`src/rtl/inst_queue_if.sv`:
```
// Fetch-to-decode handshake bundle for inst_queue.
// master = fetch/decode side, slave = the queue itself.
interface inst_queue_if #(
  parameter int AW = 1
);
  logic          IF_over;
  logic [64:0]   IF_ID_bus;
  logic          flush;
  logic          ID_allow;
  logic          IF_allow;
  logic          ID_valid;
  logic [64:0]   ID_bus;
  logic [AW:0]   q_count;

  modport master (
    output IF_over, IF_ID_bus, flush, ID_allow,
    input  IF_allow, ID_valid, ID_bus, q_count
  );

  modport slave (
    input  IF_over, IF_ID_bus, flush, ID_allow,
    output IF_allow, ID_valid, ID_bus, q_count
  );
endinterface

```
`src/rtl/inst_queue.sv`:
```
// Instruction queue between fetch and decode: DEPTH-entry FIFO of {pc, inst, fetch_error}.
// Optional macro INSTQ_BYPASS_EN: an empty queue forwards the fetch bundle to decode in the same cycle.
module inst_queue #(
  parameter int DEPTH = 2,
  parameter int AW    = 1
) (
  input  logic         clk,
  input  logic         resetn,
  inst_queue_if.slave  qif
);
  localparam logic [AW:0] FULL_CNT = (AW+1)'(DEPTH);
  localparam logic [AW:0] CNT_ONE  = (AW+1)'(1);
  localparam logic [AW-1:0] PTR_ONE = AW'(1);

  logic [64:0]   mem [DEPTH];
  logic [AW-1:0] rd_ptr_q, rd_ptr_d;
  logic [AW-1:0] wr_ptr_q, wr_ptr_d;
  logic [AW:0]   count_q, count_d;
  logic          empty, full, push, pop, wr_en, rd_en;

  assign empty        = (count_q == '0);
  assign full         = (count_q == FULL_CNT);
  assign qif.IF_allow = ~full;
  assign qif.q_count  = count_q;
  assign push         = qif.IF_over & ~full & ~qif.flush;

`ifdef INSTQ_BYPASS_EN
  logic bypass;
  assign bypass       = empty & qif.IF_over & ~qif.flush;
  assign qif.ID_valid = (~empty | qif.IF_over) & ~qif.flush;
  assign qif.ID_bus   = empty ? (qif.IF_over ? qif.IF_ID_bus : '0) : mem[rd_ptr_q];
  // A bypassed bundle taken by decode never touches storage.
  assign wr_en        = push & ~(bypass & qif.ID_allow);
`else
  assign qif.ID_valid = ~empty & ~qif.flush;
  assign qif.ID_bus   = empty ? '0 : mem[rd_ptr_q];
  assign wr_en        = push;
`endif

  assign pop   = qif.ID_valid & qif.ID_allow & ~qif.flush;
  assign rd_en = pop & ~empty;

  always_comb begin
    rd_ptr_d = rd_ptr_q;
    wr_ptr_d = wr_ptr_q;
    count_d  = count_q;
    if (qif.flush) begin
      rd_ptr_d = '0;
      wr_ptr_d = '0;
      count_d  = '0;
    end else begin
      if (wr_en) wr_ptr_d = wr_ptr_q + PTR_ONE;
      if (rd_en) rd_ptr_d = rd_ptr_q + PTR_ONE;
      case ({wr_en, rd_en})
        2'b10:   count_d = count_q + CNT_ONE;
        2'b01:   count_d = count_q - CNT_ONE;
        default: count_d = count_q;
      endcase
    end
  end

  always_ff @(posedge clk or negedge resetn) begin
    if (!resetn) begin
      rd_ptr_q <= '0;
      wr_ptr_q <= '0;
      count_q  <= '0;
    end else begin
      rd_ptr_q <= rd_ptr_d;
      wr_ptr_q <= wr_ptr_d;
      count_q  <= count_d;
    end
  end

  // Storage has no reset; unread entries are masked by count.
  always_ff @(posedge clk) begin
    if (wr_en) mem[wr_ptr_q] <= qif.IF_ID_bus;
  end
endmodule
```
`src/flat_wrapper.sv`:
```
// flat-port wrapper written by rule: the top's interface ports become plain ports
module inst_queue_flat 
#(
  parameter int DEPTH = 2,
  parameter int AW    = 1
)
  (clk, resetn, qif_IF_over, qif_IF_ID_bus, qif_flush, qif_ID_allow, qif_IF_allow, qif_ID_valid, qif_ID_bus, qif_q_count);
  inst_queue_if #(.AW(AW)) qif_i ();
  input  logic clk;
  input  logic resetn;
  input wire logic [$bits(qif_i.IF_over)-1:0] qif_IF_over;
  input wire logic [$bits(qif_i.IF_ID_bus)-1:0] qif_IF_ID_bus;
  input wire logic [$bits(qif_i.flush)-1:0] qif_flush;
  input wire logic [$bits(qif_i.ID_allow)-1:0] qif_ID_allow;
  output wire logic [$bits(qif_i.IF_allow)-1:0] qif_IF_allow;
  output wire logic [$bits(qif_i.ID_valid)-1:0] qif_ID_valid;
  output wire logic [$bits(qif_i.ID_bus)-1:0] qif_ID_bus;
  output wire logic [$bits(qif_i.q_count)-1:0] qif_q_count;
  assign qif_i.IF_over = qif_IF_over;
  assign qif_i.IF_ID_bus = qif_IF_ID_bus;
  assign qif_i.flush = qif_flush;
  assign qif_i.ID_allow = qif_ID_allow;
  assign qif_IF_allow = qif_i.IF_allow;
  assign qif_ID_valid = qif_i.ID_valid;
  assign qif_ID_bus = qif_i.ID_bus;
  assign qif_q_count = qif_i.q_count;
  inst_queue #(.DEPTH(DEPTH), .AW(AW)) u_core (.clk(clk), .resetn(resetn), .qif(qif_i));
endmodule
```
`config.mk`:
```
export PLATFORM = sky130hd
export DESIGN_NAME = inst_queue_flat
export DESIGN_NICKNAME = d
export VERILOG_FILES = /design/src/rtl/inst_queue_if.sv /design/src/rtl/inst_queue.sv /design/src/flat_wrapper.sv
export SDC_FILE = /design/constraint.sdc
export NUM_CORES = 1
export LEC_CHECK = 0
export ABC_AREA = 1
export CORE_MARGIN = 2
export CORE_UTILIZATION = 40
export CTS_BUF_LIST = sky130_fd_sc_hd__clkbuf_16
export DETAILED_ROUTE_END_ITERATION = 10
export GPL_TIMING_DRIVEN = 0
export PLACE_DENSITY = 0.81
export RECOVER_POWER = 50
export SLEW_MARGIN = 20
export SYNTH_ARGS = -nofsm -noshare
export SYNTH_HDL_FRONTEND = slang
export SYNTH_SLANG_ARGS = --single-unit
```
`constraint.sdc`:
```
create_clock -name clk -period 6 [get_ports clk]
set_clock_uncertainty 0.05 [all_clocks]
set_input_delay 0.9 -clock clk [delete_from_list [all_inputs] [get_ports clk]]
set_output_delay 0.9 -clock clk [all_outputs]
set_load 0.02 [all_outputs]
```
Word level (Yosys, flattened, before mapping)
Memory sizes are Yosys's and may differ from the RTL's.
Index checks and enable logic that the tools add are counted.
Widths: inputs -> output; s select.
- memories: 1
- memory bits (writable): 130
- output and inout bits: 69
- logic and storage cells: 33
- register bits after elaboration: 4
- input bits: 70
- memories (name ; depth ; width ; rd ports ; clocked after memory_dff ; wr ports ; RTL line ; source):
    u_core.mem ; 2 ; 65 ; 1 ; 0 ; 1 ; inst_queue.sv:15 ; logic [64:0] mem [DEPTH];
- mux-type cells: 9
- bitwise logic cells: 9
- $add $sub $neg: 4
- equality and inequality tests: 3
- reduce and logical (&&, ||, !) cells: 4
- operators by type and width (kind ; count):
    $mux 65 ; 1
    $and 1x1->1 ; 6
    $mux 1 ; 6
    $eq 2x2->1 const B ; 2
    $pmux 2 s2 ; 1
    $reduce_bool 2->1 ; 2
    $not 1->1 ; 3
    $reduce_bool 3->1 ; 1
    $add 1x1->1 const B ; 2
    $add 2x1->2 const B ; 1
    $eq 2x1->1 const B ; 1
    $logic_not 2->1 ; 1
    $mux 2 ; 1
    $sub 2x1->2 const B ; 1

Longest topological paths before layout
- word-level depth: 9
- gate-level depth with buffers: 9
- depth with buffers taken out: 9

Worst setup path before layout
Ideal clock, no wire load.
- kind: input to register
- from: in qif_flush
- to: mem u_core.mem[1][0], enable pin
- arrival time: 5.433 ns
- setup slack: -0.051 ns
- required time: 5.381 ns
- library setup time: 0.569 ns
- stages: 1
- path through: nor3_1
- cells in the longest elaborated chain, start to end: 4
- ends and longest elaborated chain (item ; RTL line ; source):
    start, declared ; flat_wrapper.sv:13 ; input wire logic [$bits(qif_i.flush)-1:0] qif_flush;
    $not 1->1 ; inst_queue.sv:25 ; assign push = qif.IF_over & ~full & ~qif.flush;
    $and 1x1->1 ; inst_queue.sv:25 ;
    $mux 1 ; inst_queue.sv:76 ; if (wr_en) mem[wr_ptr_q] <= qif.IF_ID_bus;
    $mux 1 (not written as such) ; inst_queue.sv:76 ;
    end, declared ; inst_queue.sv:15 ;
No other way between the ends.

Worst setup path in the final report
- from: in qif_flush
- to: mem u_core.mem[1][28], enable pin
The elaborated chain is that of the path after synthesis.

==> run summary <==
CLOCKING
--------------------------------------------------------------------------------
Clk buf depth                                                                  2
Clock sink total                                                             134
Inserted Clock Buffers                                                        17
Clock Latency Late Sink                                                   400 ps
TritonCTS clock tree                                                       built
Hold buffers post-CTS                                                          0
CTS clk-pin slew, worst paths                                              50 ps
Post-CTS resize count                                                          0
Buffers inserted by post-CTS timing repair                                     0
H-Tree Level Count                                                             4
Library cell used as clock root buffer                              sky130_fd_sc_hd__clkbuf_16

PLACED DESIGN
--------------------------------------------------------------------------------
Gpl congestion                                                             0.812
Worst setup slack after placement                                        2750 ps
Post-detail-place hpwl                                                   7750 um
Port Buf Inserts                                                             138
Cell Area, Placed                                                   0.00685 sq mm

DETAILED ROUTING
--------------------------------------------------------------------------------
Routed length on met2                                                    5820 um
Length of the first detailed-routing pass in iterations                        4
Top sig layer                                                               met5
Detailed router's first-iteration violation count                            253
WL met3                                                                   836 um
Drc violations                                                                 0
Post-route antenna net violation count                                         0
Wire length per cell                                                     15.7 um
Via-per-instance ratio                                                      4.81
Post-detailed-routing wire length                                       11600 um
Wire length on met1                                                      4710 um
Vias after detailed routing                                                 3538

SYNTHESIS
--------------------------------------------------------------------------------
Post-Synthesis Cells                                                         387
YS warnings                                                                    0
Biggest area contributors in the synthesized netlist                sky130_fd_sc_hd__edfxtp_1 76%, sky130_fd_sc_hd__nand2_1 10%, sky130_fd_sc_hd__a21oi_1 6.3%
Count leader, synth                                                 sky130_fd_sc_hd__nand2_1
Number of flops mapped to enable cells by yosys                              130
Sequential cell area fraction in the yosys report                          77.6%
Flip-flop and latch count after synthesis                                    134
Predominant post-synthesis flop cell                                sky130_fd_sc_hd__edfxtp_1
Cell type with the largest total area after synthesis               sky130_fd_sc_hd__edfxtp_1
Async S/R FF share, synth                                                  2.99%
Distinct cell type count of the synthesized netlist                           21
Area fraction of the dominant cell type after synthesis                    75.6%
Top cell types by occurrence after synthesis                        143 x sky130_fd_sc_hd__nand2_1, 130 x sky130_fd_sc_hd__edfxtp_1, 65 x sky130_fd_sc_hd__a21oi_1
Average size of a mapped cell                                         13.3 sq um
Syn_nets                                                                     457
Post-Syn Area                                                       0.00516 sq mm

TIMING
--------------------------------------------------------------------------------
Count of final setup violators                                                 0
Final-report hold violation count                                              0
Min Clock Period, post-route                                             3660 ps
Actual transition at the worst max-transition pin                        1910 ps
Final worst-path setup slack                                             2340 ps
Final Slew Violations                                                         11
Post-Route Setup TNS                                                        0 ps
Highest achievable clock rate                                            273 MHz
Period Utilization, post-route                                             61.0%
Relative slew slack                                                       -28.5%
RSZ-0062 raised after global routing                                       false

DIE
--------------------------------------------------------------------------------
Initial core utilization                                                   40.9%
Height of the chip                                                        118 um
Placeable core region                                               0.0126 sq mm
Standard-cell rows                                                            41
Die width                                                                 118 um
Number of top-level design ports                                             139
Area of the die                                                     0.0138 sq mm

POWER
--------------------------------------------------------------------------------
Overall power after layout                                               3.49 mW
Power per standard cell area                                         469 mW/mm^2
Maximum vdd ir drop                                                     0.236 mV
Leakage power figure                                                     2.69 nW

SETUP PATH
--------------------------------------------------------------------------------
Endpoint class of the critical path                                         flop
Maximum fanout along the worst path                                           16
Type of the worst setup path                                           in -> reg
Crit path launch type                                               primary input
Worst Path Arrival                                                       3730 ps
Data required time of the critical path                                  6060 ps

GRT
--------------------------------------------------------------------------------
Aggregate global-route resource usage                                      16.6%
Pin count of the biggest net entering global routing                          40
First-pass GRT wire length                                              17500 um
Total congestion overflow                                                      0
Via count of the first global-routing pass                                  3530
Number of antenna violations at the first check in global routing              3

FINAL LAYOUT
--------------------------------------------------------------------------------
Fraction of layout cells with a size suffix above 1                        11.2%
Fin area                                                            0.00745 sq mm
Count of nets after finishing                                                619
Area added between synthesis and finish                                    44.3%

RUN
--------------------------------------------------------------------------------
Max-Cap Viols                                                                  1

OUTCOME
--------------------------------------------------------------------------------
Run status                                                          complete, but fails checks
Failing checks                                                      capacitance limit, slew limit

HOLD PATH
--------------------------------------------------------------------------------
Kind of path behind the tightest hold check                           reg -> reg

## layout by cell type, fill, tap and decap left out, types with 2 or more instances in the layout
master                            instances
sky130_fd_sc_hd__edfxtp_1               130
sky130_fd_sc_hd__clkbuf_1                 2
sky130_fd_sc_hd__nand2_2                  2
sky130_fd_sc_hd__clkinv_2                 3
sky130_fd_sc_hd__clkinv_1                 3
sky130_fd_sc_hd__dfrtp_1                  4
sky130_fd_sc_hd__a21oi_1                 65
sky130_fd_sc_hd__clkinv_4                 2
sky130_fd_sc_hd__buf_8                    4
sky130_fd_sc_hd__clkbuf_16               17
sky130_fd_sc_hd__dlygate4sd3_1           67
sky130_fd_sc_hd__bufinv_16                4
sky130_fd_sc_hd__nand3_1                  2
sky130_fd_sc_hd__buf_4                    8
sky130_fd_sc_hd__inv_1                    6
sky130_fd_sc_hd__diode_2                  2
sky130_fd_sc_hd__o21ai_0                  2
sky130_fd_sc_hd__buf_2                    7
sky130_fd_sc_hd__buf_6                    5
sky130_fd_sc_hd__clkinvlp_4               3
sky130_fd_sc_hd__nand2_1                144
sky130_fd_sc_hd__clkdlybuf4s50_1         71
## final timing paths
path | startpoint | end | slack (ps) | cells past startpoint
max | qif_flush | u_core.mem[1][28] | 2340 | 5
min | u_core.wr_ptr_q | u_core.wr_ptr_q | 550 | 2
min in group asynchronous | resetn | u_core.qif.q_count[0] | 730 | 1
min reg2reg | u_core.wr_ptr_q | u_core.wr_ptr_q | 550 | 2
max in group asynchronous | resetn | u_core.rd_ptr_q | 4990 | 1
max reg2reg | u_core.qif.q_count[0] | u_core.mem[1][28] | 2860 | 7
## per-stage QoR
stage / util (%) / std cells / hold slack [ps]
2_1_floorplan: - / 387 / 475
3_3_place_gp: 53.6 / 697 / 499
3_5_place_dp: 54.3 / 702 / 559
4_1_cts: 59.1 / 734 / 579
5_1_grt: 59.0 / 735 / 594
6_report: 59.0 / 736 / 547
## final cells by class
cell class                      count  area [sq um]
Buffer                             22           159
Fill cell                        1025          5170
Antenna cell                        2          5.00
Multi-Input combinational cell    223           961
Clock inverter                     15           186
Tap cell                          172           215
Timing Repair Buffer              143          1460
Inverter                            8          31.3
Sequential cell                   134          4000
Clock buffer                       17           425
## worst max-delay path, cell delays in order
cell and delay (ps):
sky130_fd_sc_hd__dlygate4sd3_1 650, sky130_fd_sc_hd__nor3_1 1520, sky130_fd_sc_hd__buf_8 260, sky130_fd_sc_hd__buf_8 190
sky130_fd_sc_hd__buf_8 180
## power by group
part           internal (mW)  total, mW  switching, mW
sequential              1.12       1.15         0.0265
clock                  0.688       1.06          0.369
combinational          0.542       1.29          0.747
total                   2.35       3.49           1.14
## registers in the layout, indices dropped and copies added (netlist names)
signal and count:
u_core.rd_ptr_q 1, u_core.wr_ptr_q 1, u_core.qif.q_count 2, u_core.mem 130
## cell families after synthesis
kind of cell | count (synthesis) | share of synthesized area, %
buffers and inverters | 30 | 3.66
AND/OR/NAND/NOR | 155 | 12.1
flip-flops | 134 | 77.6
AO/OA/AOI/OAI | 68 | 6.67
## per-layer routing
metal  track usage (%)  vias up
met4              7.38        2
met3              5.33       21
li1                  -     1686
met5                 0        -
met2              27.6      141
met1              19.8     1688
No activity file was read; power rests on OpenSTA's default activity.
